==> src/rtl/rv32_decode_stage.sv <==
// rv32_decode_stage: registered RV32I decode stage feeding the ALU.
// Turns a fetched instruction into the ALU control word: opcode, register
// indices, sign-extended immediate and operand/write-back flags.
//
// Handshake: a transfer happens on any rising edge where valid && ready are
// both high on that side; valid never waits on ready, and a producer holds
// its payload stable until the transfer completes.
//
// Build option: define RV32_DECODE_SKID_EN for a two-entry skid buffer with
// a registered in_ready_out. Without it a single output register is used and
// in_ready_out is combinational from out_ready_in.
module rv32_decode_stage (
   input  logic        clk_in,
   input  logic        rst_n_in,
   input  logic        flush_in,
   input  logic        in_valid_in,
   output logic        in_ready_out,
   input  logic [31:0] instr_in,
   input  logic [31:0] pc_in,
   output logic        out_valid_out,
   input  logic        out_ready_in,
   output logic [31:0] pc_out,
   output logic [3:0]  alu_opcode_out,
   output logic [4:0]  rs1_addr_out,
   output logic [4:0]  rs2_addr_out,
   output logic [4:0]  rd_addr_out,
   output logic [31:0] imm_out,
   output logic        op2_sel_imm_out,
   output logic        reg_write_out,
   output logic        illegal_out
);

   localparam logic [6:0] OPC_OP     = 7'b0110011;
   localparam logic [6:0] OPC_OP_IMM = 7'b0010011;
   localparam logic [6:0] OPC_LOAD   = 7'b0000011;
   localparam logic [6:0] OPC_STORE  = 7'b0100011;
   localparam logic [6:0] OPC_BRANCH = 7'b1100011;
   localparam logic [6:0] OPC_JAL    = 7'b1101111;
   localparam logic [6:0] OPC_JALR   = 7'b1100111;
   localparam logic [6:0] OPC_LUI    = 7'b0110111;
   localparam logic [6:0] OPC_AUIPC  = 7'b0010111;

   // One decoded instruction as it is held in the stage.
   typedef struct packed {
      logic [31:0] pc;
      logic [3:0]  alu_op;
      logic [4:0]  rs1;
      logic [4:0]  rs2;
      logic [4:0]  rd;
      logic [31:0] imm;
      logic        op2_imm;
      logic        reg_write;
      logic        illegal;
   } dec_word_t;

   dec_word_t   dec;
   logic [6:0]  opc;
   logic [2:0]  f3;
   logic [6:0]  f7;
   logic [31:0] imm_i;
   logic [31:0] imm_s;
   logic [31:0] imm_b;
   logic [31:0] imm_u;
   logic [31:0] imm_j;

   assign opc   = instr_in[6:0];
   assign f3    = instr_in[14:12];
   assign f7    = instr_in[31:25];
   assign imm_i = {{20{instr_in[31]}}, instr_in[31:20]};
   assign imm_s = {{20{instr_in[31]}}, instr_in[31:25], instr_in[11:7]};
   assign imm_b = {{19{instr_in[31]}}, instr_in[31], instr_in[7],
                   instr_in[30:25], instr_in[11:8], 1'b0};
   assign imm_u = {instr_in[31:12], 12'b0};
   assign imm_j = {{11{instr_in[31]}}, instr_in[31], instr_in[19:12],
                   instr_in[20], instr_in[30:21], 1'b0};

   // Combinational decode of the presented instruction into a control word.
   always_comb begin
      dec           = '0;
      dec.pc        = pc_in;
      dec.rs1       = instr_in[19:15];
      dec.rs2       = instr_in[24:20];
      dec.rd        = instr_in[11:7];
      case (opc)
         OPC_OP: begin
            if (f7 == 7'b0000000 || f7 == 7'b0100000) begin
               dec.alu_op    = {instr_in[30], f3};
               dec.reg_write = 1'b1;
            end else begin
               dec.illegal = 1'b1;
            end
         end
         OPC_OP_IMM: begin
            // Only shift-right uses bit 30 as an opcode bit; elsewhere it is
            // part of the immediate.
            dec.alu_op    = {(f3 == 3'b101) & instr_in[30], f3};
            dec.op2_imm   = 1'b1;
            dec.reg_write = 1'b1;
            dec.imm       = (f3[1:0] == 2'b01) ? {27'b0, instr_in[24:20]} : imm_i;
         end
         OPC_LOAD, OPC_JALR: begin
            dec.op2_imm   = 1'b1;
            dec.reg_write = 1'b1;
            dec.imm       = imm_i;
         end
         OPC_STORE: begin
            dec.op2_imm = 1'b1;
            dec.imm     = imm_s;
         end
         OPC_JAL: begin
            dec.op2_imm   = 1'b1;
            dec.reg_write = 1'b1;
            dec.imm       = imm_j;
         end
         OPC_LUI, OPC_AUIPC: begin
            dec.op2_imm   = 1'b1;
            dec.reg_write = 1'b1;
            dec.imm       = imm_u;
         end
         OPC_BRANCH: begin
            // Equality compares subtract; signed/unsigned use SLT/SLTU.
            if (!f3[2]) dec.alu_op = 4'b1000;
            else        dec.alu_op = f3[1] ? 4'b0011 : 4'b0010;
            dec.imm = imm_b;
         end
         default: begin
            dec.illegal = 1'b1;
         end
      endcase
   end

   dec_word_t word;

`ifdef RV32_DECODE_SKID_EN
   dec_word_t main_q;
   dec_word_t skid_q;
   logic      main_v_q;
   logic      skid_v_q;
   logic      ready_q;
   dec_word_t main_d;
   dec_word_t skid_d;
   logic      main_v_d;
   logic      skid_v_d;
   logic      accept;

   assign accept        = in_valid_in && ready_q && !flush_in;
   assign in_ready_out  = ready_q;
   assign out_valid_out = main_v_q;
   assign word          = main_q;

   // Next-state of the main/skid pair; skid drains into main before any new input.
   always_comb begin
      main_d   = main_q;
      skid_d   = skid_q;
      main_v_d = main_v_q;
      skid_v_d = skid_v_q;
      if (flush_in) begin
         main_v_d = 1'b0;
         skid_v_d = 1'b0;
      end else if (!main_v_q || out_ready_in) begin
         if (skid_v_q) begin
            main_d   = skid_q;
            main_v_d = 1'b1;
            skid_v_d = 1'b0;
         end else if (accept) begin
            main_d   = dec;
            main_v_d = 1'b1;
         end else begin
            main_v_d = 1'b0;
         end
      end else if (accept) begin
         skid_d   = dec;
         skid_v_d = 1'b1;
      end
   end

   // State registers; ready is registered as "skid will be empty".
   always_ff @(posedge clk_in) begin
      if (!rst_n_in) begin
         main_q   <= '0;
         skid_q   <= '0;
         main_v_q <= 1'b0;
         skid_v_q <= 1'b0;
         ready_q  <= 1'b0;
      end else begin
         main_q   <= main_d;
         skid_q   <= skid_d;
         main_v_q <= main_v_d;
         skid_v_q <= skid_v_d;
         ready_q  <= !skid_v_d;
      end
   end
`else
   dec_word_t out_q;
   logic      out_v_q;
   logic      accept;

   assign in_ready_out  = rst_n_in && !flush_in && (!out_v_q || out_ready_in);
   assign accept        = in_valid_in && in_ready_out;
   assign out_valid_out = out_v_q;
   assign word          = out_q;

   // Single output register: load on accept, empty on drain, clear on flush.
   always_ff @(posedge clk_in) begin
      if (!rst_n_in) begin
         out_q   <= '0;
         out_v_q <= 1'b0;
      end else if (flush_in) begin
         out_q   <= '0;
         out_v_q <= 1'b0;
      end else if (accept) begin
         out_q   <= dec;
         out_v_q <= 1'b1;
      end else if (out_ready_in) begin
         out_v_q <= 1'b0;
      end
   end
`endif

   assign pc_out          = word.pc;
   assign alu_opcode_out  = word.alu_op;
   assign rs1_addr_out    = word.rs1;
   assign rs2_addr_out    = word.rs2;
   assign rd_addr_out     = word.rd;
   assign imm_out         = word.imm;
   assign op2_sel_imm_out = word.op2_imm;
   assign reg_write_out   = word.reg_write;
   assign illegal_out     = word.illegal;

endmodule

==> config.mk <==
export PLATFORM = sky130hd
export DESIGN_NAME = rv32_decode_stage
export DESIGN_NICKNAME = d
export VERILOG_FILES = /design/src/rtl/rv32_decode_stage.sv
export SDC_FILE = /design/constraint.sdc
export NUM_CORES = 1
export LEC_CHECK = 0
export ABC_CLOCK_PERIOD_IN_PS = 1800
export CORE_MARGIN = 2
export CORE_UTILIZATION = 60
export DETAILED_ROUTE_END_ITERATION = 8
export DONT_BUFFER_PORTS = 1
export PLACE_DENSITY = 0.86
export SYNTH_ARGS = -nofsm -noshare
export SYNTH_HDL_FRONTEND = slang
export SYNTH_SLANG_ARGS = --single-unit
==> constraint.sdc <==
create_clock -name clk_in -period 1.8 [get_ports clk_in]
set_input_delay 0.36 -clock clk_in [delete_from_list [all_inputs] [get_ports clk_in]]
set_output_delay 0.36 -clock clk_in [all_outputs]
set_load 0.005 [all_outputs]
==> impl_metrics.py <==
metrics = {
    "sta": {
        "setup_tns_ns": 0,
        "fmax_mhz": 636,
        "setup_viol": 0,
        "fin_crit_sh_pct": 87.4,
        "worstMarginPinSlew_ns": 0.789,
        "rsz0062_at_grt": "no",
        "fin_crit_ns": 1.57,
        "hold_viol_final": 0,
        "slew_violations": 0,
        "fin_worst_skew_ns": 0.00653,
        "slew_headroom_pct": 47.1,
    },
    "outcome": {
        "status": "complete, no violations",
    },
    "clock_network": {
        "clock_latency_ns": 0.35,
        "clockBufferDepth": 2,
        "ctsResizeCount": 0,
        "clock_sinks": 87,
        "cts-htree-levels": 3,
        "hold_buffers": 0,
        "cts_tree": "done",
        "postCtsSetupRepairBufs": 0,
        "cts-buffers-inserted": 9,
        "root_buffer": "clkbuf_8",
        "clk_pin_slew_ns": 0.09,
    },
    "route": {
        "drtPass1Iterations": 5,
        "ant_nets": 0,
        "viasPerCell": 6.36,
        "wl_um": 9550,
        "routedWlPerCell_um": 19.3,
        "drc": 0,
        "vias": 3142,
        "drt_iter0_markers": 328,
    },
    "final_layout": {
        "layout.nets": 484,
        "regArea_mm2": 0.00174,
        "area_growth_pct": 7.87,
        "diodes": 0,
        "final_util_pct": 67.2,
        "fin_area_mm2": 0.00398,
        "post_route_cells_drive_above_1_share_pct": 12.4,
        "nFillCells": 486,
        "multiInputGateArea_mm2": 0.00175,
    },
    "power": {
        "p_per_area_mw_per_mm2": 977,
        "vdd_drop_max_mv": 0.615,
        "total_power_uw": 3880,
        "leakagePower_uw": 0.00135,
    },
    "setup_path": {
        "start_kind": "flip-flop",
        "cp-end-kind": "output pin",
        "required_ns": 1.44,
        "crit_type": "reg2out",
        "cp.depth": 3,
        "crit_chain": "nand2b_1, buf_4, and2_1",
        "reg2reg_depth": 6,
        "crit_buf_inv": 1,
        "crit_fanout": 8,
        "worstPathArrival_ns": 1.21,
        "max_stage_delay_ns": 0.37,
        "worst_path_max_delay_cell": "dfxtp_1",
        "cp_top_family": "flip-flops",
    },
    "yosys": {
        "yosysWarnings": 0,
        "syn-cell-area_mm2": 0.00369,
        "synthCells": 427,
        "synth_edf_count": 0,
        "synth-main-ff-cell": "dfxtp_1",
        "synth_area_leaders": "dfxtp_1 47%, nand2_1 11%, a21oi_1 6.8%, a22oi_2 3.1%, a2bb2oi_1 2.9%",
        "synth_nets": 496,
        "async_reset_ff_share_pct": 0,
        "synth_cell_types": 53,
        "synth.yosys.seq_area_share_pct": 47.2,
        "synth_top_area_cell": "dfxtp_1",
        "ys_seq_elements": 87,
        "syn_avg_cell_area_um2": 8.64,
        "yosys.area.top_type_share_pct": 47.2,
    },
    "floorplan": {
        "core.rowCount": 28,
        "die_y_um": 82.4,
        "initial_core_util_pct": 62.3,
        "fp.dieArea_mm2": 0.00679,
        "die_x_um": 82.4,
        "core_region_area_mm2": 0.00592,
        "ios": 157,
    },
    "global_route": {
        "track_usage_pct": 27.6,
        "grt_pass1_wl_um": 14100,
        "grt_pass1_vias": 2879,
        "grt_max_degree": 46,
        "overflow": 0,
        "grt_antenna_before_repair": 0,
    },
    "hold_path": {
        "min_path_cells": 2,
        "hold_class": "in2reg",
    },
    "placed_design": {
        "place_congestion": 0.943,
        "dpl.hpwl_um": 7020,
        "place_area_mm2": 0.00374,
        "portBuffers": 0,
    },
    "run": {
        "drv_cap": 0,
    },
}
[worst reg2reg max path, cell delays in order (launching register included)]
cell and delay, ns:
dfxtp_1 0.37, nand2b_1 0.13, buf_4 0.19, nand2_2 0.23, buf_12 0.25, nand2_1 0.10, a21oi_1 0.16
[synth_stat cells, types with 2 or more instances]
library cell,number
a221o_1,2
buf_2,10
dfxtp_1,87
a32o_1,7
inv_1,2
nand4_1,3
buf_6,3
a22oi_2,9
a21oi_1,50
buf_4,4
or2_2,2
nand2_1,111
nor4_1,3
a2bb2oi_1,12
and3b_1,3
clkbuf_1,19
o21ai_1,2
o21ai_0,11
nand3_1,15
a22oi_1,12
nor2_1,6
nor3b_1,2
o22ai_1,11
nor2b_1,7
nand2b_1,4
and2_1,3
[power breakdown]
group / switching, µW / internal, µW / total (µW) / leakage [µW]
sequential: 30.9 / 1960 / 1990 / 0.000705
combinational: 164 / 102 / 266 / 0.000525
clock: 697 / 929 / 1630 / 0.000118
total: 893 / 2990 / 3880 / 0.00135
[flip-flops by register name, summed over array words and instances (netlist names)]
signal	flops
alu_opcode_out	4
illegal_out	1
imm_out	32
op2_sel_imm_out	1
out_valid_out	1
pc_out	32
rd_addr_out	5
reg_write_out	1
rs1_addr_out	5
rs2_addr_out	5
[logic make-up (layout without fill, tap and decap cells)]
| family | count (synthesis) | after routing | share of synthesized area (%) |
|---|---|---|---|
| AO/OA/AOI/OAI | 131 | 131 | 25.5 |
| flip-flops | 87 | 87 | 47.2 |
| buffers and inverters | 39 | 31 | 5.33 |
| AND/OR/NAND/NOR | 170 | 170 | 21.9 |
[layout by cell type, fill, tap and decap left out, drive strengths merged, types with 2 or more instances in the layout]
| cell | netlist | layout |
|---|---|---|
| nand2 | 111 | 111 |
| dfxtp | 87 | 87 |
| a21oi | 52 | 52 |
| a22oi | 21 | 21 |
| nand3 | 15 | 15 |
| o21ai | 14 | 14 |
| buf | 17 | 13 |
| a2bb2oi | 12 | 12 |
| o22ai | 11 | 11 |
| clkbuf | 19 | 9 |
| nor2b | 7 | 7 |
| a32o | 7 | 7 |
| nor2 | 6 | 6 |
| inv | 3 | 5 |
| nand2b | 4 | 4 |
| and2 | 3 | 3 |
| and3b | 3 | 3 |
| nor4 | 3 | 3 |
| nand4 | 3 | 3 |
| bufinv | 0 | 3 |
| or2 | 3 | 3 |
| nand4b | 3 | 3 |
| nor3b | 2 | 2 |
| a221o | 2 | 2 |
| a211oi | 2 | 2 |
[layout make-up]
cell class / count / area share, %
multi-input cells: 301 / 44.1
flip-flops and latches: 87 / 43.8
inverters: 3 / 0.283
repair buffers: 13 / 3.40
clock buffers: 9 / 3.11
well taps: 75 / 2.36
clock inverters: 6 / 2.96
[final timing paths]
| path | from | slack [ns] | to |
|---|---|---|---|
| max | out_valid_out | 0.23 | in_ready_out |
| min reg2reg | rd_addr_out[2] | 0.47 | rd_addr_out[2] |
| max reg2reg | out_valid_out | 0.30 | rs2_addr_out[2] |
| min | pc_in[19] | 0.13 | pc_out[19] |
[per-layer routing]
| layer | up-vias | global-route usage, % | routed length [µm] |
|---|---|---|---|
| met5 | - | 0 | 0 |
| met4 | 0 | 12.7 | 206 |
| met3 | 17 | 10.4 | 1160 |
| met2 | 162 | 43.4 | 4570 |
| met1 | 1472 | 33.5 | 3620 |
| li1 | 1491 | - | - |
[through the flow]
| stage | setup WS (ns) | instances | hold WS [ns] |
|---|---|---|---|
| CTS | 0.220 | 494 | 0.119 |
| detailed placement | 0.182 | 479 | 0.465 |
| global route | 0.141 | 494 | 0.121 |
| finish | 0.228 | 494 | 0.130 |
| floorplan | 0.290 | 427 | 0.442 |
| global placement | 0.224 | 479 | 0.461 |
(Power assumes the default switching activity.)
